==> src/rtl/multicycle_main_fsm.sv <==
// rtl/multicycle_main_fsm.sv - multicycle processor main control FSM (fetch/decode/execute/memory/writeback)
// Optional ERROR trap state for op=11 enabled by defining ILLEGAL_TRAP_EN.
module multicycle_main_fsm #(
   parameter int STATE_W = 4
) (
   input  logic               clk,
   input  logic               rst_n,
   input  logic [1:0]         op,
   input  logic [5:0]         funct,
   input  logic               mem_ready,
   output logic               ir_write,
   output logic               next_pc,
   output logic               adr_src,
   output logic               alu_src_a,
   output logic [1:0]         alu_src_b,
   output logic               alu_op,
   output logic [1:0]         result_src,
   output logic               reg_w,
   output logic               mem_w,
   output logic               branch,
   output logic               illegal,
   output logic [STATE_W-1:0] state
);

   typedef enum logic [STATE_W-1:0] {
      S_FETCH  = STATE_W'(0),
      S_DECODE = STATE_W'(1),
      S_MEMADR = STATE_W'(2),
      S_MEMRD  = STATE_W'(3),
      S_MEMWB  = STATE_W'(4),
      S_MEMWR  = STATE_W'(5),
      S_EXECR  = STATE_W'(6),
      S_EXECI  = STATE_W'(7),
      S_ALUWB  = STATE_W'(8),
      S_BRANCH = STATE_W'(9)
`ifdef ILLEGAL_TRAP_EN
      , S_ERROR = STATE_W'(10)
`endif
   } state_t;

   localparam logic [1:0] OP_DP  = 2'b00;
   localparam logic [1:0] OP_MEM = 2'b01;
   localparam logic [1:0] OP_BR  = 2'b10;

   state_t state_q;

   // Only the I and L/S bits steer the sequence; the rest of funct belongs to the ALU decoder.
   logic unused_funct;
   assign unused_funct = &{1'b0, funct[4:1]};

   always_ff @(posedge clk or negedge rst_n) begin
      if (!rst_n) begin
         state_q <= S_FETCH;
      end else begin
         case (state_q)
            S_FETCH:  if (mem_ready) state_q <= S_DECODE;
            S_DECODE: begin
               case (op)
                  OP_DP:   state_q <= funct[5] ? S_EXECI : S_EXECR;
                  OP_MEM:  state_q <= S_MEMADR;
                  OP_BR:   state_q <= S_BRANCH;
`ifdef ILLEGAL_TRAP_EN
                  default: state_q <= S_ERROR;
`else
                  default: state_q <= S_FETCH;
`endif
               endcase
            end
            S_MEMADR: state_q <= funct[0] ? S_MEMRD : S_MEMWR;
            S_MEMRD:  if (mem_ready) state_q <= S_MEMWB;
            S_MEMWR:  if (mem_ready) state_q <= S_FETCH;
            S_MEMWB:  state_q <= S_FETCH;
            S_EXECR:  state_q <= S_ALUWB;
            S_EXECI:  state_q <= S_ALUWB;
            S_ALUWB:  state_q <= S_FETCH;
            S_BRANCH: state_q <= S_FETCH;
`ifdef ILLEGAL_TRAP_EN
            S_ERROR:  state_q <= S_ERROR;
`endif
            default:  state_q <= S_FETCH;
         endcase
      end
   end

   // Moore decode; only the fetch strobes also look at mem_ready.
   always_comb begin
      ir_write   = 1'b0;
      next_pc    = 1'b0;
      adr_src    = 1'b0;
      alu_src_a  = 1'b0;
      alu_src_b  = 2'b00;
      alu_op     = 1'b0;
      result_src = 2'b00;
      reg_w      = 1'b0;
      mem_w      = 1'b0;
      branch     = 1'b0;
      illegal    = 1'b0;
      case (state_q)
         S_FETCH: begin
            alu_src_a  = 1'b1;
            alu_src_b  = 2'b10;
            result_src = 2'b10;
            ir_write   = mem_ready;
            next_pc    = mem_ready;
         end
         S_DECODE: begin
            alu_src_a  = 1'b1;
            alu_src_b  = 2'b10;
            result_src = 2'b10;
         end
         S_MEMADR: alu_src_b = 2'b01;
         S_MEMRD:  adr_src = 1'b1;
         S_MEMWB: begin
            result_src = 2'b01;
            reg_w      = 1'b1;
         end
         S_MEMWR: begin
            adr_src = 1'b1;
            mem_w   = 1'b1;
         end
         S_EXECR: alu_op = 1'b1;
         S_EXECI: begin
            alu_src_b = 2'b01;
            alu_op    = 1'b1;
         end
         S_ALUWB:  reg_w = 1'b1;
         S_BRANCH: begin
            alu_src_b  = 2'b01;
            result_src = 2'b10;
            branch     = 1'b1;
         end
`ifdef ILLEGAL_TRAP_EN
         S_ERROR:  illegal = 1'b1;
`endif
         default: ;
      endcase
   end

   assign state = state_q;

endmodule

==> config.mk <==
export PLATFORM = sky130hd
export DESIGN_NAME = multicycle_main_fsm
export DESIGN_NICKNAME = d
export VERILOG_FILES = /design/src/rtl/multicycle_main_fsm.sv
export SDC_FILE = /design/constraint.sdc
export NUM_CORES = 1
export LEC_CHECK = 0
export ABC_AREA = 0
export CELL_PAD_IN_SITES_DETAIL_PLACEMENT = 1
export CELL_PAD_IN_SITES_GLOBAL_PLACEMENT = 1
export CORE_MARGIN = 2
export CORE_UTILIZATION = 21
export CTS_CLUSTER_DIAMETER = 50
export DETAILED_ROUTE_END_ITERATION = 6
export GPL_TIMING_DRIVEN = 1
export PLACE_DENSITY_LB_ADDON = 0.1
export SYNTH_ARGS = -nofsm -noshare
export SYNTH_HDL_FRONTEND = slang
export SYNTH_SLANG_ARGS = --single-unit
==> constraint.sdc <==
create_clock -name clk -period 2 [get_ports clk]
set_input_delay 0.5 -clock clk [delete_from_list [all_inputs] [get_ports clk]]
set_output_delay 0.5 -clock clk [all_outputs]
set_load 0.02 [all_outputs]
==> impl_results.md, run 1 <==
- Final core occ: 39.0%
- Most Used Layer, Global Route: met2
- Met2 GRT Util: 19.4%
- Commonest non-fill, non-tap cell in the layout: buf_4
- Fin Clk Skew: 0.00368 ns
- DIE HEIGHT: 46.6 microns
- Mean number of vias per cell: 4.36
- Worst setup SP type: flip-flop
- Area delta synth->final: 76.4%
- Clock Latency Late Sink: 0.23 ns
- Row count: 15
- Total power: 1.14 mW
- Core area: 1730 sq um
- Clk root buf: clkbuf_4
- Post-Syn Area per Cell: 7.34 sq um
- First-pass GRT wire length: 1850 microns
- GR Util All Layers: 11.7%
- Seq/Total Area, Yosys: 26.2%
- Final ANT Viol Nets: 0
- GRT overflow: 0
- Total CTS buffers: 3
- I/O Pins: 28
- Register bit total from synthesis: 4
- Worst VDD drop: 0.590 mV
- Asr flop ratio synth: 100%
- Hold WC Path Type: in -> async
- Yosys cell types: 26
- Primary FF master, synth: dfrtp_1
- Crit Reg-Reg Endpoint: state[2]
- Avg WL per Cell: 10.8 microns
- Grt met3 use: 2.35%
- Largest net degree at the start of global routing: 15
- EDFF count, synth: 0
- DRT iter0 DRCs: 1
- Clock buffer depth: 2
- Gpl congestion: 0.730
- Detailed placer's ending HPWL: 908 microns
- Port Buf Inserts: 22
- Status: finished, final reports clean
- Worst reg2reg path depth: 6
- Area of the mapped netlist: 382 sq um
- Drt pass-1 iters: 2
- H-tree Lvls: 1
- Proportion of layout cells with a drive suffix above 1: 30.5%
- Minimum clock period: 1.92 ns
- Fin cells: 107
- Final Max Slew Viols: 0
- Clk sink count: 4
- Number of global-route vias before repair: 429
- Synthesized Nets: 63
- M1 GR Usage: 15.9%
- Final #Nets: 95
- Die ar.: 2170 sq um
- Worst-path fanout max: 2
- Antenna Cells: 0
- Inst Count DP: 104
- Hold Fails Final Rpt: 0
- Total routed wirelength: 1160 microns
- Fmax: 521 MHz
- Kind of end point of the critical path: output pin
- Req. time, crit path: 1.50 ns
- Die X: 46.6 microns
- Cells after Synth: 52
- CTS tree: done
- Worst r2r src: state[0]
- Clk slew on worst S/H paths: 0.04 ns
- DRC Markers: 0
- Leak: 0.338 nW
- Postcts setup bufs: 0
- Final worst path period share: 95.9%
- Max reg flops: 4
- Cell Pwr Density: 1700 nW/um^2
- Initial antenna violation count: 0
- Worst endpoint data arrival time: 1.42 ns
- Vias: 467
- Initial Util: 22.1%
- Max Cap Viol: 0
- Flop2flop setup slack: 0.43 ns
- Setup TNS: 0 ns
- Most frequent cells in the layout: buf_4 (11), clkdlybuf4s50_1 (8), nor2_1 (7)
- RSZ-0062 raised after global routing: yes
- Final setup fails: 0
- Yosys warnings: 0
- Crit Path Class: reg -> out
routing by layer:
| layer | vias to the layer above | wire length (microns) | part of all wire [%] |
|---|---|---|---|
| met5 | - | 0 | 0 |
| met4 | 0 | 0 | 0 |
| met3 | 0 | 71 | 6.1 |
| met2 | 15 | 543 | 47 |
| met1 | 213 | 542 | 47 |
| li1 | 239 | - | - |
layout make-up:
type	instances	area, sq um
clock buffers	3	22.5
fillers	222	1050
inverters	4	17.5
multi-input cells	38	234
flip-flops and latches	4	100
well taps	25	31.3
repair buffers	33	268
power breakdown:
part           internal, mW  switching (mW)
Combinational         0.395           0.509
Sequential            0.117          0.0276
Clock                0.0668          0.0288
Total                 0.579           0.565
critical path, stage by stage, from the launching register on:
cell and delay [ns]:
dfrtp_1 0.36, or4_1 0.56, nor2_4 0.10, buf_2 0.16
synth_stat cells, types with 2 or more instances:
| library cell | number | share of area [%] |
|---|---|---|
| nand2b_1 | 2 | 3.3 |
| a21oi_1 | 5 | 6.6 |
| a211oi_1 | 2 | 3.9 |
| or4_1 | 2 | 3.9 |
| o21ai_0 | 2 | 2.6 |
| nor3_1 | 5 | 6.6 |
| buf_4 | 2 | 3.9 |
| dfrtp_1 | 4 | 26 |
| buf_1 | 2 | 2.0 |
| inv_1 | 3 | 3.0 |
| nor2_1 | 8 | 7.9 |
through the flow:
step                      cell area [sq um]  setup slack [ns]  hold slack [ns]
after floorplan                         389          0.000181            0.204
after global placement                  686            -0.272            0.618
after detailed placement                686            -0.276            0.634
after CTS                               693           0.00183            0.466
after global routing                    673           -0.0561            0.463
final                                   673            0.0817            0.467
logic make-up (layout without fill, tap and decap cells):
kind of cell / count (synthesis) / in the layout / synth area share [%]
simple gates: 20 / 20 / 26.9
buf+inv: 10 / 40 / 14.4
flops: 4 / 4 / 26.2
xor+xnor: 2 / 2 / 4.59
other cells: 1 / 1 / 0.983
compound gates: 15 / 15 / 26.9
worst max path at each step:
| stage | start | to | slack, ns | depth (start not counted) |
|---|---|---|---|---|
| global placement | mem_ready | next_pc | -0.27 | 4 |
| finish | state[1] | next_pc | 0.08 | 3 |
| CTS | state[3] | alu_op | 0.002 | 5 |
| global route | state[0] | result_src[1] | -0.06 | 5 |
| detailed placement | mem_ready | next_pc | -0.28 | 4 |
| floorplan | state[2] | alu_src_b[0] | 0.0002 | 3 |
repair_timing:
action | CTS | global route
resized for setup | 25 | 11
pin swaps | 0 | 0
setup endpoints to repair | 12 | 8
hold buffers | 0 | 0
Note: power is estimated with default switching activity, not from simulation.
==> run 2: changes to the inputs <==
Settings changed: REMOVE_ABC_BUFFERS set to 1.
==> impl_results.md, run 2 (synthesis gave the netlist of run 1 again) <==
- Clock buffer depth: 2 (unchanged)
- Worst-path fanout max: 8 (was 2)
- Postcts setup bufs: 0 (unchanged)
- Die ar.: 2170 sq um (unchanged)
- Final setup fails: 0 (unchanged)
- DIE HEIGHT: 46.6 microns (unchanged)
- Mean number of vias per cell: 4.53 (was 4.36)
- Hold Fails Final Rpt: 0 (unchanged)
- CTS tree: done (unchanged)
- Final ANT Viol Nets: 0 (unchanged)
- Final worst path period share: 96.2% (was 95.9%)
- Total routed wirelength: 1250 microns (was 1160 microns)
- Flop2flop setup slack: 0.47 ns (was 0.43 ns)
- Most frequent cells in the layout: buf_4 (13), clkdlybuf4s50_1 (8), nor2_1 (7) (was buf_4 (11), clkdlybuf4s50_1 (8), nor2_1 (7))
- Row count: 15 (unchanged)
- Placed cell area: 678 sq um (was 686 sq um)
- DRT iter0 DRCs: 5 (was 1)
- Vias: 485 (was 467)
- Initial antenna violation count: 0 (unchanged)
- Worst setup SP type: flip-flop (unchanged)
- Worst r2r src: state[0] (unchanged)
- Drt pass-1 iters: 4 (was 2)
- Max Cap Viol: 0 (unchanged)
- Clk root buf: clkbuf_4 (unchanged)
- Proportion of layout cells with a drive suffix above 1: 35.4% (was 30.5%)
- Final Worst Setup Slack: 0.0768 ns (was 0.0817 ns)
- Port Buf Inserts: 22 (unchanged)
- GRT overflow: 0 (unchanged)
- Crit Reg-Reg Endpoint: state[2] (unchanged)
- H-tree Lvls: 1 (unchanged)
- Initial Util: 22.1% (unchanged)
- Die X: 46.6 microns (unchanged)
- Fillers: 222 (unchanged)
- GR Util All Layers: 12.8% (was 11.7%)
- First-pass GRT wire length: 1990 microns (was 1850 microns)
- Kind of end point of the critical path: output pin (unchanged)
- Clk slew on worst S/H paths: 0.04 ns (about the same)
- Number of global-route vias before repair: 461 (was 429)
- Commonest non-fill, non-tap cell in the layout: buf_4 (unchanged)
- Detailed placer's ending HPWL: 1010 microns (was 908 microns)
- Largest net degree at the start of global routing: 15 (unchanged)
- DP Worst Slack: -0.311 ns (was -0.276 ns)
- Req. time, crit path: 1.50 ns (about the same)
- Worst endpoint data arrival time: 1.42 ns (about the same)
- Worst VDD drop: 0.655 mV (was 0.590 mV)
- Crit Path Class: reg -> out (unchanged)
- Leak: 0.339 nW (was 0.338 nW)
- Total CTS buffers: 3 (unchanged)
- Avg WL per Cell: 11.7 microns (was 10.8 microns)
- Final #Nets: 95 (unchanged)
- Status: finished, final reports clean (unchanged)
- Gpl congestion: 0.737 (was 0.730)
- RSZ-0062 raised after global routing: yes (unchanged)
- Hold WC Path Type: in -> async (unchanged)
- Inst Count DP: 104 (unchanged)
- Fin Clk Skew: 0.00139 ns (was 0.00368 ns)
- Antenna Cells: 0 (unchanged)
- Worst reg2reg path depth: 5 (was 6)
- Area delta synth->final: 74.1% (was 76.4%)
- Final Max Slew Viols: 0 (unchanged)
- Final non-filler cell area: 664 sq um (was 673 sq um)
- Fin cells: 107 (unchanged)
- Clock Latency Late Sink: 0.23 ns (about the same)
- Minimum clock period: 1.92 ns (about the same)
- Fmax: 520 MHz (was 521 MHz)
- I/O Pins: 28 (unchanged)
- DRC Markers: 0 (unchanged)
- Cell Pwr Density: 1750 nW/um^2 (was 1700 nW/um^2)
- Clk sink count: 4 (unchanged)
- Core area: 1730 sq um (unchanged)
- Max reg flops: 4 (unchanged)
run 2: cell types whose count changed in the layout (fill, tap and decap cells not counted), moves of 2 or more:
cell,previous run,this run
buf_4,11,13
dlygate4sd2_1,4,2
buf_2,4,2
clkbuf_2,3,6
run 2: cell type report:
type	instances	area, sq um	share of cell area [%]
clock buffer	3	22.5	3.39
inverter	4	17.5	2.64
multi-input combinational	38	233	35.0
sequential	4	100	15.1
tap	25	31.3	4.71
timing repair buffer	33	260	39.2
run 2: how the worst max path moves through the flow:
stage / start / end / slack (ns)
global placement: mem_ready / ir_write / -0.30
finish: state[3] / alu_src_a / 0.08
detailed placement: mem_ready / next_pc / -0.31
floorplan: state[1] / ir_write / -0.15
global route: state[3] / alu_src_b[1] / -0.005
CTS: state[3] / result_src[1] / 0.003
run 2: critical path, cell delays in order, from the launching register on:
cell           delay (ns)
dfrtp_1              0.37
buf_4                0.17
buf_4                0.15
nor3_1               0.15
dlygate4sd2_1        0.35
run 2: per-layer routing:
layer,share of wire (%),global-route usage [%]
met2,48,23.1
met4,0,5.00
met5,0,0
met3,8.8,1.57
met1,44,15.3
run 2: power by group:
group | switching, mW | leakage, nW | internal (mW)
clock | 0.0312 | 0.0138 | 0.0670
sequential | 0.0203 | 0.0516 | 0.117
combinational | 0.527 | 0.273 | 0.403
total | 0.579 | 0.339 | 0.587
run 2: what timing repair did:
action	4_1_cts	5_1_grt
resized for setup	28	19
endpoints found under the setup margin	12	11
hold buffers	0	0
pin swaps	0	0
run 2: per-stage QoR:
stage | util, % | setup TNS (ns) | power, mW | hold WS [ns]
after floorplan | - | -0.302 | 0.655 | 0.204
after global placement | 39.3 | -0.848 | 1.15 | 0.583
after detailed placement | 39.3 | -0.894 | 1.16 | 0.604
after CTS | 39.3 | 0 | 1.19 | 0.461
after global routing | 38.5 | -0.00531 | 1.27 | 0.462
final | 38.5 | 0 | 1.17 | 0.466
==> run 3: changes to the inputs <==
Settings changed: CORE_UTILIZATION 21 to 19, GPL_TIMING_DRIVEN 1 to unset.
Clock period 2 ns to 1.6 ns, I/O delays scaled along.
==> impl_results.md, run 3 (synthesis gave the netlist of run 1 again) <==
- Final worst path period share: 113%
- Vias: 528 (was 485)
- I/O Pins: 28 (unchanged)
- Detailed placer's ending HPWL: 1030 microns (was 1010 microns)
- DP Worst Slack: -0.515 ns (was -0.311 ns)
- Largest net degree at the start of global routing: 15 (unchanged)
- Worst-path fanout max: 14 (was 8)
- Row count: 16 (was 15)
- DIE HEIGHT: 48.8 microns (was 46.6 microns)
- GR Util All Layers: 13.5% (was 12.8%)
- CTS tree: done (unchanged)
- Mean number of vias per cell: 4.40 (was 4.53)
- Initial Util: 19.9% (was 22.1%)
- Final setup fails: 11 (was 0)
- Crit-path max cell delay: 0.34 ns (was 0.37 ns)
- Failing checks: setup timing
- Status: complete, but fails checks (was finished, final reports clean)
- Crit Path Class: reg -> out (unchanged)
- Most frequent cells in the layout: buf_4 (21), buf_6 (9), nor2_1 (6), clkdlybuf4s50_1 (6) (was buf_4 (13), clkdlybuf4s50_1 (8), nor2_1 (7))
- Die ar.: 2380 sq um (was 2170 sq um)
- GRT overflow: 0 (unchanged)
- H-tree Lvls: 1 (unchanged)
- Clk sink count: 4 (unchanged)
- Avg WL per Cell: 13.1 microns (was 11.7 microns)
- Fin Hold WS: 0.363 ns (was 0.466 ns)
- RSZ-0062 raised after global routing: yes (unchanged)
- Buf+Inv Stages, Crit Path: 3 (unchanged)
- Number of global-route vias before repair: 565 (was 461)
- Total routed wirelength: 1570 microns (was 1250 microns)
- Register area: 100 sq um (unchanged)
- Cell Pwr Density: 2250 nW/um^2 (was 1750 nW/um^2)
- Clock Latency Late Sink: 0.24 ns (was 0.23 ns)
- Area of the multi-input gates: 300 sq um (was 233 sq um)
- DRT iter0 DRCs: 1 (was 5)
- Worst path slowest cell: dfrtp_1 (unchanged)
- Worst VDD drop: 0.940 mV (was 0.655 mV)
- Hold Fails Final Rpt: 0 (unchanged)
- Hold WC Path Type: in -> async (unchanged)
- Drt pass-1 iters: 2 (was 4)
- Final Worst Setup Slack: -0.213 ns (was 0.0768 ns)
- Clk network pwr share: 6.4% (was 8.4%)
- Leak: 0.395 nW (was 0.339 nW)
- Fin Clk Skew: 0.00755 ns (was 0.00139 ns)
- Power share of the combinational group: 84.3% (was 79.8%)
- Clk slew on worst S/H paths: 0.04 ns (about the same)
- Final ANT Viol Nets: 0 (unchanged)
- Fmax: 552 MHz
- Minimum clock period: 1.81 ns
- Sw Ratio: 46.4% (was 49.6%)
- Proportion of layout cells with a drive suffix above 1: 60.2% (was 35.4%)
- Gpl congestion: 0.693 (was 0.737)
- Worst endpoint data arrival time: 1.41 ns (was 1.42 ns)
- Int Pwr: 1.04 mW (was 0.587 mW)
- Core area: 1920 sq um (was 1730 sq um)
- CP cell instances: buf_4, inv_2, o32ai_1, buf_2 (was buf_4, buf_4, nor3_1, dlygate4sd2_1)
- P_sw: 0.897 mW (was 0.579 mW)
- Hold-fix buffers, CTS: 0 (unchanged)
- First-pass GRT wire length: 2540 microns (was 1990 microns)
- DRC Markers: 0 (unchanged)
- Max Cap Viol: 0 (unchanged)
- Max reg flops: 4 (unchanged)
- Clk root buf: clkbuf_4 (unchanged)
- Commonest non-fill, non-tap cell in the layout: buf_4 (unchanged)
- Cell family with most CP delay: buffers and inverters (unchanged)
- Clock buffer depth: 2 (unchanged)
- Final #Nets: 106 (was 95)
- Area delta synth->final: 125% (was 74.1%)
- Die X: 48.8 microns (was 46.6 microns)
- Total CTS buffers: 3 (unchanged)
- Initial antenna violation count: 0 (unchanged)
- Flop pwr share: 9.4% (was 11.8%)
- Worst setup SP type: flip-flop (unchanged)
- Fillers: 231 (was 222)
- Kind of end point of the critical path: output pin (unchanged)
- Final Max Slew Viols: 0 (unchanged)
- Port Buf Inserts: 22 (unchanged)
- Req. time, crit path: 1.20 ns (was 1.50 ns)
- Antenna Cells: 0 (unchanged)
[run 3: cell count changes in the layout (fill, tap and decap cells not counted), sizes merged]
cell / delta
dlymetal6s2s: -2
clkbuf: -6
buf: +20
clkdlybuf4s50: -2
clkdlybuf4s15: +1
[run 3: per-layer routing]
layer	GRT usage [%]	vias to the layer above	routed length [microns]	share of wire, %
met1	15.5	245	643	41
met2	23.3	19	822	52
met3	5.83	0	101	6.4
met5	0	-	0	0
met4	2.86	0	0	0
li1	-	264	-	-
[run 3: what timing repair did]
item | in CTS | in global routing
setup endpoints to repair | 17 | 14
resized for setup | 91 | 11
setup buffers | 6 | 1
cloned | 0 | 0
pin swaps | 7 | 2
[run 3: layout make-up]
type                            count  share of cell area (%)
Timing Repair Buffer               44                    44.5
Multi-Input combinational cell     38                    35.0
Sequential cell                     4                    11.7
Tap cell                           27                    3.94
Clock buffer                        3                    2.62
Inverter                            4                    2.33
[run 3: power groups by stage]
stage	combinational (mW)	sequential, mW	clock [mW]
after floorplan	0.495	0.324	0
after global placement	1.31	0.176	0
after detailed placement	1.32	0.178	0
after CTS	1.52	0.181	0.127
after global routing	1.75	0.190	0.135
final	1.63	0.181	0.123
[run 3: per-stage QoR]
| step | power [mW] | utilization, % | cell area [sq um] | setup TNS (ns) | std cells |
|---|---|---|---|---|---|
| after floorplan | 0.819 | - | 344 | -1.49 | 46 |
| after global placement | 1.49 | 37.0 | 711 | -4.15 | 110 |
| after detailed placement | 1.50 | 37.0 | 711 | -4.12 | 110 |
| after CTS | 1.82 | 42.3 | 812 | -1.28 | 119 |
| after global routing | 2.08 | 44.7 | 858 | -2.15 | 120 |
| final | 1.93 | 44.7 | 858 | -1.22 | 120 |
[run 3: worst paths after layout]
check | startpoint | end | slack (ns) | cells after the start
max in group asynchronous | rst_n | state[3] | 1.07 | 1
min in group clk | state[2] | state[1] | 0.70 | 2
min reg2reg | state[2] | state[1] | 0.70 | 2
max reg2reg | state[0] | state[2] | -0.04 | 7
min | rst_n | state[2] | 0.36 | 1
max | state[1] | alu_src_b[0] | -0.21 | 4
